===== src/rtl/uart_alu_ctrl_pkg.sv =====
`default_nettype none
// ============================================================================
// Module   : uart_alu_ctrl_pkg
// Purpose  : Shared definitions for the UART-to-ALU sequencer: FSM state
//            encoding, ALU opcode values (also used by the ALU) and a helper
//            that sizes the inter-byte timeout counter.
// Revision : 1.0 - initial release
// ============================================================================
package uart_alu_ctrl_pkg;

  // Sequencer states, 3-bit binary encoding
  typedef enum logic [2:0] {
    ST_WAIT_A  = 3'd0,
    ST_WAIT_B  = 3'd1,
    ST_WAIT_OP = 3'd2,
    ST_EXEC    = 3'd3,
    ST_WAIT_TX = 3'd4
  } ctrl_state_t;

  // ALU opcode values; any other opcode makes the ALU return zero
  localparam logic [7:0] OP_ADD = 8'h20;
  localparam logic [7:0] OP_SUB = 8'h22;
  localparam logic [7:0] OP_AND = 8'h24;
  localparam logic [7:0] OP_OR  = 8'h25;
  localparam logic [7:0] OP_XOR = 8'h26;
  localparam logic [7:0] OP_SRA = 8'h03;
  localparam logic [7:0] OP_SRL = 8'h02;
  localparam logic [7:0] OP_NOR = 8'h27;

  // Width of a counter that has to hold the value 0..limit, never below 1 bit
  function automatic int unsigned timer_width(input int unsigned limit);
    int unsigned w;
    w = $clog2(limit + 1);
    return (w < 1) ? 1 : w;
  endfunction

endpackage
`default_nettype wire


===== src/rtl/uart_alu_ctrl_frame_timer.sv =====
`default_nettype none
// ============================================================================
// Module   : uart_alu_ctrl_frame_timer
// Purpose  : Inter-byte watchdog for the frame collector. Counts one per clock
//            while enabled and not cleared, saturating at TIMEOUT_CYCLES.
//            o_expired is high in the cycle whose closing edge would bring the
//            count to TIMEOUT_CYCLES, so the owner can act on that same edge.
//            TIMEOUT_CYCLES = 0 removes the counter and never expires.
// Revision : 1.0 - initial release
// ============================================================================
module uart_alu_ctrl_frame_timer
  import uart_alu_ctrl_pkg::*;
#(
  parameter int unsigned TIMEOUT_CYCLES = 1000000
) (
  input  logic clk,
  input  logic reset,
  input  logic i_clear,
  input  logic i_enable,
  output logic o_expired
);

  generate
    if (TIMEOUT_CYCLES == 0) begin : g_timer_off
      // Timeout disabled: inputs are intentionally ignored
      logic w_unused;
      assign w_unused  = ^{clk, reset, i_clear, i_enable};
      assign o_expired = 1'b0;
    end else begin : g_timer_on
      localparam int unsigned TW = timer_width(TIMEOUT_CYCLES);
      localparam logic [TW-1:0] C_LIMIT = TW'(TIMEOUT_CYCLES);
      localparam logic [TW-1:0] C_LAST  = TW'(TIMEOUT_CYCLES - 1);

      logic [TW-1:0] r_count;

      // Idle-cycle counter: cleared on request, saturates instead of wrapping
      always_ff @(posedge clk or posedge reset) begin
        if (reset) begin
          r_count <= '0;
        end else if (i_clear) begin
          r_count <= '0;
        end else if (i_enable && (r_count != C_LIMIT)) begin
          r_count <= r_count + 1'b1;
        end
      end

      // A clear in the same cycle (a byte arriving) suppresses expiry
      assign o_expired = i_enable && !i_clear && (r_count == C_LAST);
    end
  endgenerate

endmodule
`default_nettype wire


===== src/rtl/uart_alu_ctrl.sv =====
`default_nettype none
// ============================================================================
// Module   : uart_alu_ctrl
// Purpose  : Sequencer between UART RX/TX and the combinational ALU. Collects
//            operand A, operand B and opcode from RX, holds them registered
//            on the ALU inputs, gives the ALU one cycle to settle, then hands
//            the result to TX as a single byte. Aborts a partial frame on an
//            inter-byte timeout and drops bytes that arrive while a result
//            is being produced or sent, flagging both with frame_err.
// Revision : 1.0 - initial release
// ============================================================================
module uart_alu_ctrl
  import uart_alu_ctrl_pkg::*;
#(
  parameter int unsigned DATA_WIDTH     = 8,
  parameter int unsigned OP_WIDTH       = 8,
  parameter int unsigned TIMEOUT_CYCLES = 1000000
) (
  input  logic                  clk,
  input  logic                  reset,
  input  logic [DATA_WIDTH-1:0] rx_data,
  input  logic                  rx_done,
  input  logic                  tx_done,
  input  logic [DATA_WIDTH-1:0] alu_result,
  output logic [DATA_WIDTH-1:0] alu_a,
  output logic [DATA_WIDTH-1:0] alu_b,
  output logic [OP_WIDTH-1:0]   alu_op,
  output logic [DATA_WIDTH-1:0] tx_data,
  output logic                  tx_start,
  output logic                  busy,
  output logic                  frame_err
);

  ctrl_state_t r_state;

  logic w_timer_en;
  logic w_timer_clr;
  logic w_timer_expired;

  // The timeout only guards the gaps inside a frame (after A, after B).
  // Holding it cleared elsewhere means every entry into WAIT_B/WAIT_OP,
  // which always happens on an rx_done, starts from zero.
  assign w_timer_en  = (r_state == ST_WAIT_B) || (r_state == ST_WAIT_OP);
  assign w_timer_clr = rx_done || !w_timer_en;

  uart_alu_ctrl_frame_timer #(
    .TIMEOUT_CYCLES (TIMEOUT_CYCLES)
  ) u_frame_timer (
    .clk       (clk),
    .reset     (reset),
    .i_clear   (w_timer_clr),
    .i_enable  (w_timer_en),
    .o_expired (w_timer_expired)
  );

  // Frame sequencer with registered ALU operands, TX handoff and status pulses
  always_ff @(posedge clk or posedge reset) begin
    if (reset) begin
      r_state   <= ST_WAIT_A;
      alu_a     <= '0;
      alu_b     <= '0;
      alu_op    <= '0;
      tx_data   <= '0;
      tx_start  <= 1'b0;
      busy      <= 1'b0;
      frame_err <= 1'b0;
    end else begin
      // Pulsed outputs default low every cycle
      tx_start  <= 1'b0;
      frame_err <= 1'b0;

      case (r_state)
        ST_WAIT_A: begin
          if (rx_done) begin
            alu_a   <= rx_data;
            busy    <= 1'b1;
            r_state <= ST_WAIT_B;
          end
        end

        ST_WAIT_B: begin
          // A byte arriving on the expiry cycle is still accepted
          if (rx_done) begin
            alu_b   <= rx_data;
            r_state <= ST_WAIT_OP;
          end else if (w_timer_expired) begin
            frame_err <= 1'b1;
            busy      <= 1'b0;
            r_state   <= ST_WAIT_A;
          end
        end

        ST_WAIT_OP: begin
          if (rx_done) begin
            alu_op  <= rx_data[OP_WIDTH-1:0];
            r_state <= ST_EXEC;
          end else if (w_timer_expired) begin
            frame_err <= 1'b1;
            busy      <= 1'b0;
            r_state   <= ST_WAIT_A;
          end
        end

        ST_EXEC: begin
          // ALU inputs have been stable for a full cycle: capture and send
          tx_data  <= alu_result;
          tx_start <= 1'b1;
          r_state  <= ST_WAIT_TX;
          if (rx_done) begin
            frame_err <= 1'b1;
          end
        end

        ST_WAIT_TX: begin
          // Overrun bytes are dropped; the pending transmission is unaffected
          if (rx_done) begin
            frame_err <= 1'b1;
          end
          if (tx_done) begin
            busy    <= 1'b0;
            r_state <= ST_WAIT_A;
          end
        end

        default: begin
          busy    <= 1'b0;
          r_state <= ST_WAIT_A;
        end
      endcase
    end
  end

endmodule
`default_nettype wire


===== config.mk =====
export PLATFORM = sky130hd
export DESIGN_NAME = uart_alu_ctrl
export DESIGN_NICKNAME = d
export VERILOG_FILES = /design/src/rtl/uart_alu_ctrl_pkg.sv /design/src/rtl/uart_alu_ctrl_frame_timer.sv /design/src/rtl/uart_alu_ctrl.sv
export SDC_FILE = /design/constraint.sdc
export NUM_CORES = 1
export LEC_CHECK = 0
export CAP_MARGIN = 20
export CORE_MARGIN = 1.5
export CORE_UTILIZATION = 45
export DETAILED_ROUTE_END_ITERATION = 8
export PLACE_DENSITY_LB_ADDON = 0.3
export RECOVER_POWER = 50
export SLEW_MARGIN = 20
export SYNTH_ARGS = -nofsm -noshare
export SYNTH_HDL_FRONTEND = slang
export SYNTH_SLANG_ARGS = --single-unit

===== constraint.sdc =====
create_clock -name clk -period 2.1 [get_ports clk]
set_clock_uncertainty 0.1 [all_clocks]
set_input_delay 0.63 -clock clk [delete_from_list [all_inputs] [get_ports clk]]
set_output_delay 0.63 -clock clk [all_outputs]
set_load 0.05 [all_outputs]

==> impl_results.md <==
- Final setup margin: -83.7 ps
- Endpoints failing hold: 0
- Top-level I/O count: 55
- PortBufs: 54
- Slew Limit Headroom: 59.1%
- FF-to-FF Start: u_frame_timer.g_timer_on.r_count[15]
- Fraction of registers with async set/reset: 100%
- GPL Wtd Cong: 0.830
- CTS root buffer: clkbuf_8
- Syn nets: 253
- Slew Viols, Final: 0
- Ys Warns: 0
- Die height: approximately 78 um
- Startpoint Class: register
- Vias in the first global route: 1986
- Worst path max stage delay: around 600 ps
- Worst hold start: tx_data[4]
- Final Cycle Share: 104%
- Final setup vio count: 2
- Avg Vias per Cell: 5.10
- Worst-Skew Late Latency: 330 ps
- Worst Hold Path EP: tx_data[4]
- Worst-margin pin slew: 616 ps
- Total power: 5.31 mW
- Die ar.: between 6000 and 7000 um^2
- Share of layout cells above drive strength 1: 33.2%
- CORE AREA: approximately 5500 um^2
- Synth top area cells: dfrtp_1 57%, mux2_2 11%, nand2_1 5.1%, xnor2_1 3.4%, nor2_1 2.4%
- DR pass1 iterations: 4
- Place WS: -264 ps
- Post-synth top cells: 58 x dfrtp_1, 35 x nand2_1, 24 x mux2_2
- Initial antenna violation count: 0
- Hold path cells: 2
- Max Cap Viol: 0
- CP required: approximately 2300 ps
- Reg clk slew, reported paths: 60 ps
- Drt initial violations: 56
- Worst R2R End: u_frame_timer.g_timer_on.r_count[0]
- Area grow syn2layout: 35.2%
- Ys flop type: dfrtp_1
- Post-Syn Area: 2550 um^2
- F_max: 0.458 GHz
- Routed len/inst: 13.3 um
- Worst path cell trace: or4b_4, or4_4, or3_4, a21oi_2
- Synth unique cells: 35
- Routed Antenna Nets: 0
- CTS tree: yes
- Reg2reg path depth: 4
- Post-synth top area share: 56.8%
- Vias: between 1500 and 2000
- Row count: 27
- Seq/Total Area, Yosys: roughly 57%
- Post-Syn Instances: 231
- Starting Density: between 40 and 50%
- CTS sink count: 58
- Post-synth EDFFs: 0
- Die W: 78.4 um
- CTS max path bufs: 2
- Flops & latches, synth: 58
- Final Util: 62.7%
- WL final: approximately 5.2 mm
- RSZ-0062 raised after global routing: yes
- Worst setup EP type: register
- Maximum fanout along the worst path: 5
- Pwr dens: 1540 nW/um^2
- Min Tclk post-route: between 2000 and 2500 ps
- Top cell type by total area after synthesis: dfrtp_1
- DRC violations left: 0
- Maximum vdd ir drop: 1190 uV
- Result of the run: complete, but fails checks
- CP Buf/Inv Count: 0
- Diodes inserted: 0
- Top-count cell post-synth: dfrtp_1
- Static Leak: 1.51 nW
- Kind of critical path: register to register
- Nets: 337
- Final global-route overflow total: 0
- CTS H-tree depth: 3
- DP Wirelength: 3.85 mm
- Largest net degree at the start of global routing: 33
- Syn Area/Cell: approximately 11 um^2
- WP data arrival: roughly 2300 ps
- Violated checks: negative setup slack
- Crit path max-delay cell type: or4_4
- Num CTS Buffers: 9
- Gr usage total: about a fifth
- Worst hold-check path type: register to register
- First-pass GRT wire length: 9.23 mm
- FF-to-FF setup slack: -80 ps
- Kind of cell adding the most delay to the critical path: simple AND/OR/NAND/NOR gates
[worst max path at each step]
stage	from	endpoint	slack, ps	cells past startpoint
2_1_floorplan	u_frame_timer.g_timer_on.r_count[8]	u_frame_timer.g_timer_on.r_count[0]	-10	4
3_3_place_gp	rx_done	r_state[0]	-260	5
3_5_place_dp	rx_done	r_state[0]	-260	5
4_1_cts	u_frame_timer.g_timer_on.r_count[15]	u_frame_timer.g_timer_on.r_count[1]	-50	4
5_1_grt	u_frame_timer.g_timer_on.r_count[15]	u_frame_timer.g_timer_on.r_count[1]	-130	4
6_report	u_frame_timer.g_timer_on.r_count[15]	u_frame_timer.g_timer_on.r_count[0]	-80	4
[registers in the layout, summed over array words and instances (netlist names)]
| signal | cells |
|---|---|
| alu_a | 8 |
| frame_err | 1 |
| busy | 1 |
| tx_data | 8 |
| alu_b | 8 |
| tx_start | 1 |
| alu_op | 8 |
| r_state | 3 |
| u_frame_timer.g_timer_on.r_count | 20 |
[final cells by class]
type | instances | area, um^2
fillers | 472 | 2050
flip-flops and latches | 58 | 1450
well taps | 72 | 90.1
repair buffers | 78 | 616
multi-input cells | 161 | 1080
clock inverters | 3 | 40.0
inverters | 7 | 27.5
clock buffers | 12 | 145
[worst reg2reg max path, cell delays in order, from the launching register on]
cell and delay [ps]:
dfrtp_1 370, or4b_4 530, or4_4 600, or3_4 400, a21oi_2 130
[through the flow]
step	cells	TNS, ps	cell area [um^2]	hold WS [ps]
after global placement	375	-5260	3270	362
after global routing	391	-369	3450	407
after floorplan	231	-10.4	2560	400
final	391	-159	3450	381
after CTS	391	-94.3	3460	385
after detailed placement	375	-6150	3270	366
[what timing repair did]
action,4_1_cts,5_1_grt
hold buffers,0,0
pin swaps,2,2
setup buffers,1,0
endpoints found under the setup margin,5,6
resized for setup,0,8
[routing by layer]
layer	global-route usage, %	routed length (um)
met2	31.9	2640
met5	0	0
met4	7.32	67
met1	24.4	2300
met3	6.51	202
[cell usage in the layout (no fill, tap or decap), types with 2 or more instances in the layout]
master,n
nor3_1,5
clkbuf_1,6
or2_2,3
nor4_1,5
a21oi_1,6
dlygate4sd3_1,2
or4_1,2
clkinv_2,2
inv_1,5
nand3_1,9
ha_1,2
nor2_1,16
xnor2_1,10
buf_4,53
nand2b_1,4
nand2_1,35
a21oi_2,2
clkdlybuf4s50_1,17
dfrtp_1,58
xor2_1,3
mux2_2,24
o21ai_0,5
nand4_1,5
or3_1,6
clkbuf_8,10
nand3b_1,2
[logic make-up after synthesis]
family / Yosys count / synth area share, %
adder cells (fa/ha/maj): 2 / 0.979
XOR/XNOR: 13 / 4.46
AO/OA/AOI/OAI: 22 / 5.19
buffers and inverters: 12 / 1.76
multiplexers: 24 / 10.6
flip-flops: 58 / 56.8
AND/OR/NAND/NOR: 100 / 20.2
[report_power, final]
part	leakage (nW)	internal [mW]	switching, mW
Sequential	0.738	1.49	0.250
Clock	0.0962	0.570	0.392
Combinational	0.673	0.869	1.73
Power figures use the tool's default switching activity.
